==> src/rtl/scan_chain_responder.sv <==
// scan_chain_responder
// On-chip end of a full-scan interface. An NFF-bit state register either
// captures functional next-state (NbarT=0) or shifts serially Si -> So
// (NbarT=1). A shift counter and length checker report whether every
// scan burst was exactly NFF shifts long.
// Optional feature macro: SCAN_MISR_EN adds a MISR over the So stream
// (ports sig_clr / signature).
module scan_chain_responder #(
  parameter int               NFF       = 56,
  parameter int               CW        = 8,
  parameter logic [NFF-1:0]   RESET_VAL = '0,
  parameter int               SIG_W     = 16,
  parameter logic [SIG_W-1:0] SIG_POLY  = 16'h8016
) (
  input  logic           clk,
  input  logic           reset,
  input  logic           NbarT,
  input  logic           Si,
  output logic           So,
  input  logic           func_en,
  input  logic [NFF-1:0] d_func,
  output logic [NFF-1:0] q_func,
  output logic [CW-1:0]  shift_cnt,
  output logic           shift_done,
  output logic           shift_err
`ifdef SCAN_MISR_EN
  ,
  input  logic             sig_clr,
  output logic [SIG_W-1:0] signature
`endif
);

  typedef enum logic {NORMAL = 1'b0, SHIFT = 1'b1} state_t;

  localparam logic [CW-1:0] CNT_MAX = {CW{1'b1}};
  localparam logic [CW-1:0] NFF_CNT = CW'(NFF);

  state_t         state;
  state_t         state_next;
  logic [NFF-1:0] q_next;
  logic [CW-1:0]  cnt_next;
  logic           done_next;
  logic           err_next;

  // So is simply the chain's tail bit, so it moves on the same edge as a shift
  assign So = q_func[0];

  // State register: remembers whether the previous edge was in shift mode
  always_ff @(posedge clk) begin
    if (reset) state <= NORMAL;
    else       state <= state_next;
  end

  // Next-state: the mode just follows NbarT as sampled at each edge
  always_comb begin
    state_next = NORMAL;
    if (NbarT) state_next = SHIFT;
  end

  // Datapath next values: shift or capture, count the burst, judge its length on exit
  always_comb begin
    q_next    = q_func;
    cnt_next  = shift_cnt;
    done_next = 1'b0;
    err_next  = shift_err;
    if (NbarT) begin
      q_next = {Si, q_func[NFF-1:1]};
      if (state == NORMAL) begin
        cnt_next = CW'(1);
      end else if (shift_cnt != CNT_MAX) begin
        cnt_next = shift_cnt + 1'b1;
      end
    end else begin
      if (func_en) q_next = d_func;
      if (state == SHIFT) begin
        if (shift_cnt == NFF_CNT) done_next = 1'b1;
        else                      err_next  = 1'b1;
      end
    end
  end

  // Datapath registers; reset wins even in the middle of a burst
  always_ff @(posedge clk) begin
    if (reset) begin
      q_func     <= RESET_VAL;
      shift_cnt  <= '0;
      shift_done <= 1'b0;
      shift_err  <= 1'b0;
    end else begin
      q_func     <= q_next;
      shift_cnt  <= cnt_next;
      shift_done <= done_next;
      shift_err  <= err_next;
    end
  end

`ifdef SCAN_MISR_EN
  logic [SIG_W-1:0] sig_next;

  // MISR step: compress the bit leaving on So at every shift edge
  always_comb begin
    sig_next = signature;
    if (sig_clr) begin
      sig_next = '0;
    end else if (NbarT) begin
      sig_next = {signature[SIG_W-2:0], 1'b0}
               ^ (signature[SIG_W-1] ? SIG_POLY : '0)
               ^ {{(SIG_W-1){1'b0}}, So};
    end
  end

  // Signature register; reset and clear both beat a shift
  always_ff @(posedge clk) begin
    if (reset) signature <= '0;
    else       signature <= sig_next;
  end
`endif

endmodule

==> config.mk <==
export PLATFORM = sky130hd
export DESIGN_NAME = scan_chain_responder
export DESIGN_NICKNAME = d
export VERILOG_FILES = /design/src/rtl/scan_chain_responder.sv
export SDC_FILE = /design/constraint.sdc
export NUM_CORES = 1
export LEC_CHECK = 0
export CORE_ASPECT_RATIO = 1.1
export CORE_MARGIN = 1.5
export CORE_UTILIZATION = 39
export DETAILED_ROUTE_END_ITERATION = 8
export GPL_TIMING_DRIVEN = 0
export PLACE_DENSITY = 0.76
export SLEW_MARGIN = 20
export SYNTH_ARGS = -nofsm -noshare
export SYNTH_HDL_FRONTEND = slang
export SYNTH_SLANG_ARGS = --single-unit
==> constraint.sdc <==
create_clock -name clk -period 1.25 [get_ports clk]
set_input_delay 0.1875 -clock clk [delete_from_list [all_inputs] [get_ports clk]]
set_output_delay 0.1875 -clock clk [all_outputs]
set_load 0.05 [all_outputs]
==> results <==
- The run finished, with violations left.
- The checks that failed: negative setup slack.
- The clock drives 67 sinks.
- The layout filler cell count is 753.
- STA puts the critical path data required time at 1520 ps.
- Setup repair after global routing could not meet its margin everywhere.
- Counting buffers and inverters, the worst setup path is 4 cells deep.
- After layout, the worst setup slack is -11.8 ps.
- The top-level I/O count is 128.
- The number of nets in the synthesized netlist is 430.
- The final-stage net count is 573.
- In this run the cell area measured after placement is 4570 sq um.
- Detailed placement ended at an HPWL of 6.04 mm.
- The cell area that synthesis handed to floorplanning was 3150 sq um.
- Among all flip-flop cells after synthesis, the most frequent one is sky130_fd_sc_hd__dfxtp_1.
- The via count of the first global-routing pass is 2871.
- The arrival time reported for the critical path endpoint is 1530 ps.
- Timing would allow up to 0.793 GHz.
- The count of pins over their slew limit was 0.
- The setup slack on the worst flop-to-flop path is -10 ps.
- Across every metal layer, demand over resource in global routing totals 19.4%.
- The endpoint identified for the worst register-to-register timing path is shift_cnt[1]$_SDFFE_PP0P_.
- The number of remaining DRC errors is 0.
- The minimum clock period is 1260 ps.
- The count of buffers from port buffering is 125.
- The largest net degree at the start of global routing is 12.
- The sort of element at the end of the critical path is a flop.
- The top cell family by delay on the critical path is compound AO/OA/AOI/OAI gates.
- At the later pin of the worst-skew pair, clock insertion delay measures 340 ps.
- The largest incremental delay on the critical path is 390 ps.
- In the routed layout, each cell is associated on average with a via count of 4.99.
- The number of antenna violations at the first check in global routing is 0.
- The number of antenna cells inserted is 0.
- In the final routed layout, each cell accounts on average for 14.0 microns.
- The power density of the placed cells is 1140 nW/um^2.
- The number of nets with antenna violations after routing is 0.
- The startpoint identified for the worst register-to-register timing path is shift_cnt[0]$_SDFFE_PP0P_.
- The full die area is 8630 sq um.
- After technology mapping, the gate count stands at 367.
- The final design instance area without fill is 4590 sq um.
- The number of flops mapped to enable cells by yosys is 0.
- The overall power after layout is 5.24 mW.
- The reported max-cap violation count is 0.
- The average footprint of a synthesized cell is 8.59 sq um.
- The detailed router finished its first iteration with 138 violations.
- The post-route clock skew is 8.91 ps.
- The buffering stage count on the worst path with inverters included is 0.
- The end of the critical path is shift_cnt[1]$_SDFFE_PP0P_.
- The type of element launching the critical path is a flop.
- In this run the worst hold path is classified as in -> reg.
- The most common library cell in the layout ignoring fill and taps is sky130_fd_sc_hd__nand2_1.
- Leaving out fill and tap cells, the most frequent cells in the layout are sky130_fd_sc_hd__nand2_1, sky130_fd_sc_hd__buf_2, sky130_fd_sc_hd__a21oi_1.
- The critical path starts at shift_cnt[0]$_SDFFE_PP0P_.
- The post-route netlist has 36.7% of its cells at a drive strength greater than 1.
- The maximum fanout along the worst path is 5.
- Counting instances, the worst hold path has a depth of 4.
- The final cell utilization of the core is 58.4%.
- The critical path is of the reg -> reg type.
- The number of search-and-repair iterations in the first detailed-routing pass is 4.
- Relative to the synthesized area, the layout overhead comes to 45.8%.
- The largest individual stage delay along the critical path comes from the cell sky130_fd_sc_hd__dfxtp_4.
- The height of the die is 97.3 microns.
- The total number of yosys warnings is 0.
- The proportion of register bits with asynchronous set or reset after synthesis is 0%.
- The worst setup slack after placement is -519 ps.
- The root cell of the clock tree is sky130_fd_sc_hd__clkbuf_8.
- The initial utilization of the core area, before any placement, comes to 40.0%.
- CTS built an H-tree with a depth of 3.
- The hold violation total from the final report is 0.
- The number of failing setup endpoints in the final timing report is 2.
- The static leakage is 1.94 nW.
- For this design, the CTS-stage hold fixing added 0 buffers.
- After global routing the overflow that remains totals 0.
- After floorplanning, the core was divided into 34 placement rows.
- The post-synthesis register bit count is 67.
- The number of cells traversed by the worst register-to-register path is 4.
- Clock-pin slew was measured on the worst setup and hold paths at 70 ps.
- The part of the cycle the worst path needs is 101%.
- Traced cell by cell, the critical path runs through ha_4 -> nand4_1 -> o31ai_2 -> a32o_1.
- At the end of routability-driven placement, the weighted congestion stood at 0.913.
- The routed via count is 3107.
- TritonCTS built the clock tree.
- The worst pin sits at a relative slew slack of 63.8%.
- The global-route wire length before repair is 13.2 mm.
- The horizontal die dimension is 88.7 microns.
- Counting along the longest clock path gives a buffer depth of 2.
- The area of the core region is 7870 sq um.
- The total routed wirelength is 8.70 mm.
- Sequential cells were found to cover 42.6% of the synthesized design area.
- The number of buffers added by the clock tree synthesis step is 9.
- The netlist uses 33 different library cells.
- The transition time of the tightest slew-check pin is 543 ps.
- The maximum vdd drop is 0.549 mV.
logic make-up (layout without fill, tap and decap cells):
kind of cell | Yosys count | count (layout) | synth area share (%)
AO/OA/AOI/OAI | 77 | 77 | 13.8
adder cells (fa/ha/maj) | 2 | 2 | 0.794
flip-flops | 67 | 67 | 42.6
buffers and inverters | 34 | 182 | 5.56
AND/OR/NAND/NOR | 131 | 131 | 17.3
multiplexers | 56 | 56 | 20.0
registers in the layout (all words and copies together), names as in the netlist:
name,flops
state,1
shift_cnt,8
q_func,56
shift_done,1
shift_err,1
routing by layer:
layer / vias to the layer above / routed length [microns] / GRT usage [%] / part of all wire [%]
met5: - / 0 / 0 / 0
met4: 0 / 152 / 7.45 / 1.7
met3: 14 / 615 / 4.33 / 7.1
met2: 121 / 4170 / 32.2 / 48
met1: 1427 / 3760 / 24.0 / 43
li1: 1545 / - / - / -
tightest hold or removal path: stages:
cell and delay [ps]:
sky130_fd_sc_hd__buf_4 190, sky130_fd_sc_hd__mux2_2 180, sky130_fd_sc_hd__nand2_1 40, sky130_fd_sc_hd__a21oi_1 120
Yosys cell counts (2+ instances only):
cell / count / area share (%)
sky130_fd_sc_hd__nand2_1: 114 / 14
sky130_fd_sc_hd__buf_4: 4 / 0.95
sky130_fd_sc_hd__a21oi_1: 61 / 9.7
sky130_fd_sc_hd__and3_1: 2 / 0.40
sky130_fd_sc_hd__dfxtp_1: 67 / 43
sky130_fd_sc_hd__inv_1: 5 / 0.60
sky130_fd_sc_hd__a311oi_1: 2 / 0.56
sky130_fd_sc_hd__a31oi_1: 2 / 0.40
sky130_fd_sc_hd__clkbuf_1: 18 / 2.1
sky130_fd_sc_hd__buf_6: 4 / 1.4
sky130_fd_sc_hd__a211oi_1: 5 / 1.2
sky130_fd_sc_hd__buf_2: 2 / 0.32
sky130_fd_sc_hd__nand4_1: 3 / 0.60
sky130_fd_sc_hd__mux2_2: 56 / 20
sky130_fd_sc_hd__nor2_1: 3 / 0.36
sky130_fd_sc_hd__ha_1: 2 / 0.79
through the flow:
step | setup TNS (ps) | cells | hold slack, ps
3_3_place_gp | -26290 | 600 | 436
6_report | -15.1 | 623 | 434
5_1_grt | -209 | 623 | 444
2_1_floorplan | -154 | 367 | 332
3_5_place_dp | -27600 | 600 | 458
4_1_cts | 0 | 618 | 399
repair_timing:
action	4_1_cts	5_1_grt
resized for setup	337	35
gates cloned	0	1
pin swaps	4	7
endpoints found under the setup margin	78	57
buffers inserted	2	4
how the worst min path moves through the flow:
| stage | startpoint | end | slack [ps] |
|---|---|---|---|
| floorplan | Si | q_func[55]$_SDFFE_PP0P_ | 330 |
| global placement | shift_err$_SDFFE_PP0P_ | shift_err$_SDFFE_PP0P_ | 440 |
| detailed placement | q_func[19]$_SDFFE_PP0P_ | q_func[18]$_SDFFE_PP0P_ | 460 |
| CTS | reset | shift_done$_SDFF_PP0_ | 400 |
| global route | reset | shift_done$_SDFF_PP0_ | 440 |
| finish | func_en | q_func[34]$_SDFFE_PP0P_ | 430 |
final cells by class:
type	count	area [sq um]	area share (%)
Timing Repair Buffer	132	986	21.5
Multi-Input combinational cell	266	1710	37.3
Clock buffer	13	190	4.14
Sequential cell	67	1360	29.5
Tap cell	108	135	2.94
Clock inverter	3	17.5	0.381
Buffer	28	169	3.68
Inverter	6	26.3	0.572
where the power goes:
part / internal, mW / leakage, nW / switching, mW / total, mW
sequential: 2.23 / 0.552 / 0.0721 / 2.30
combinational: 0.471 / 1.28 / 0.654 / 1.13
clock: 0.998 / 0.107 / 0.815 / 1.81
total: 3.70 / 1.94 / 1.54 / 5.24
No activity file was read; power rests on OpenSTA's default activity.
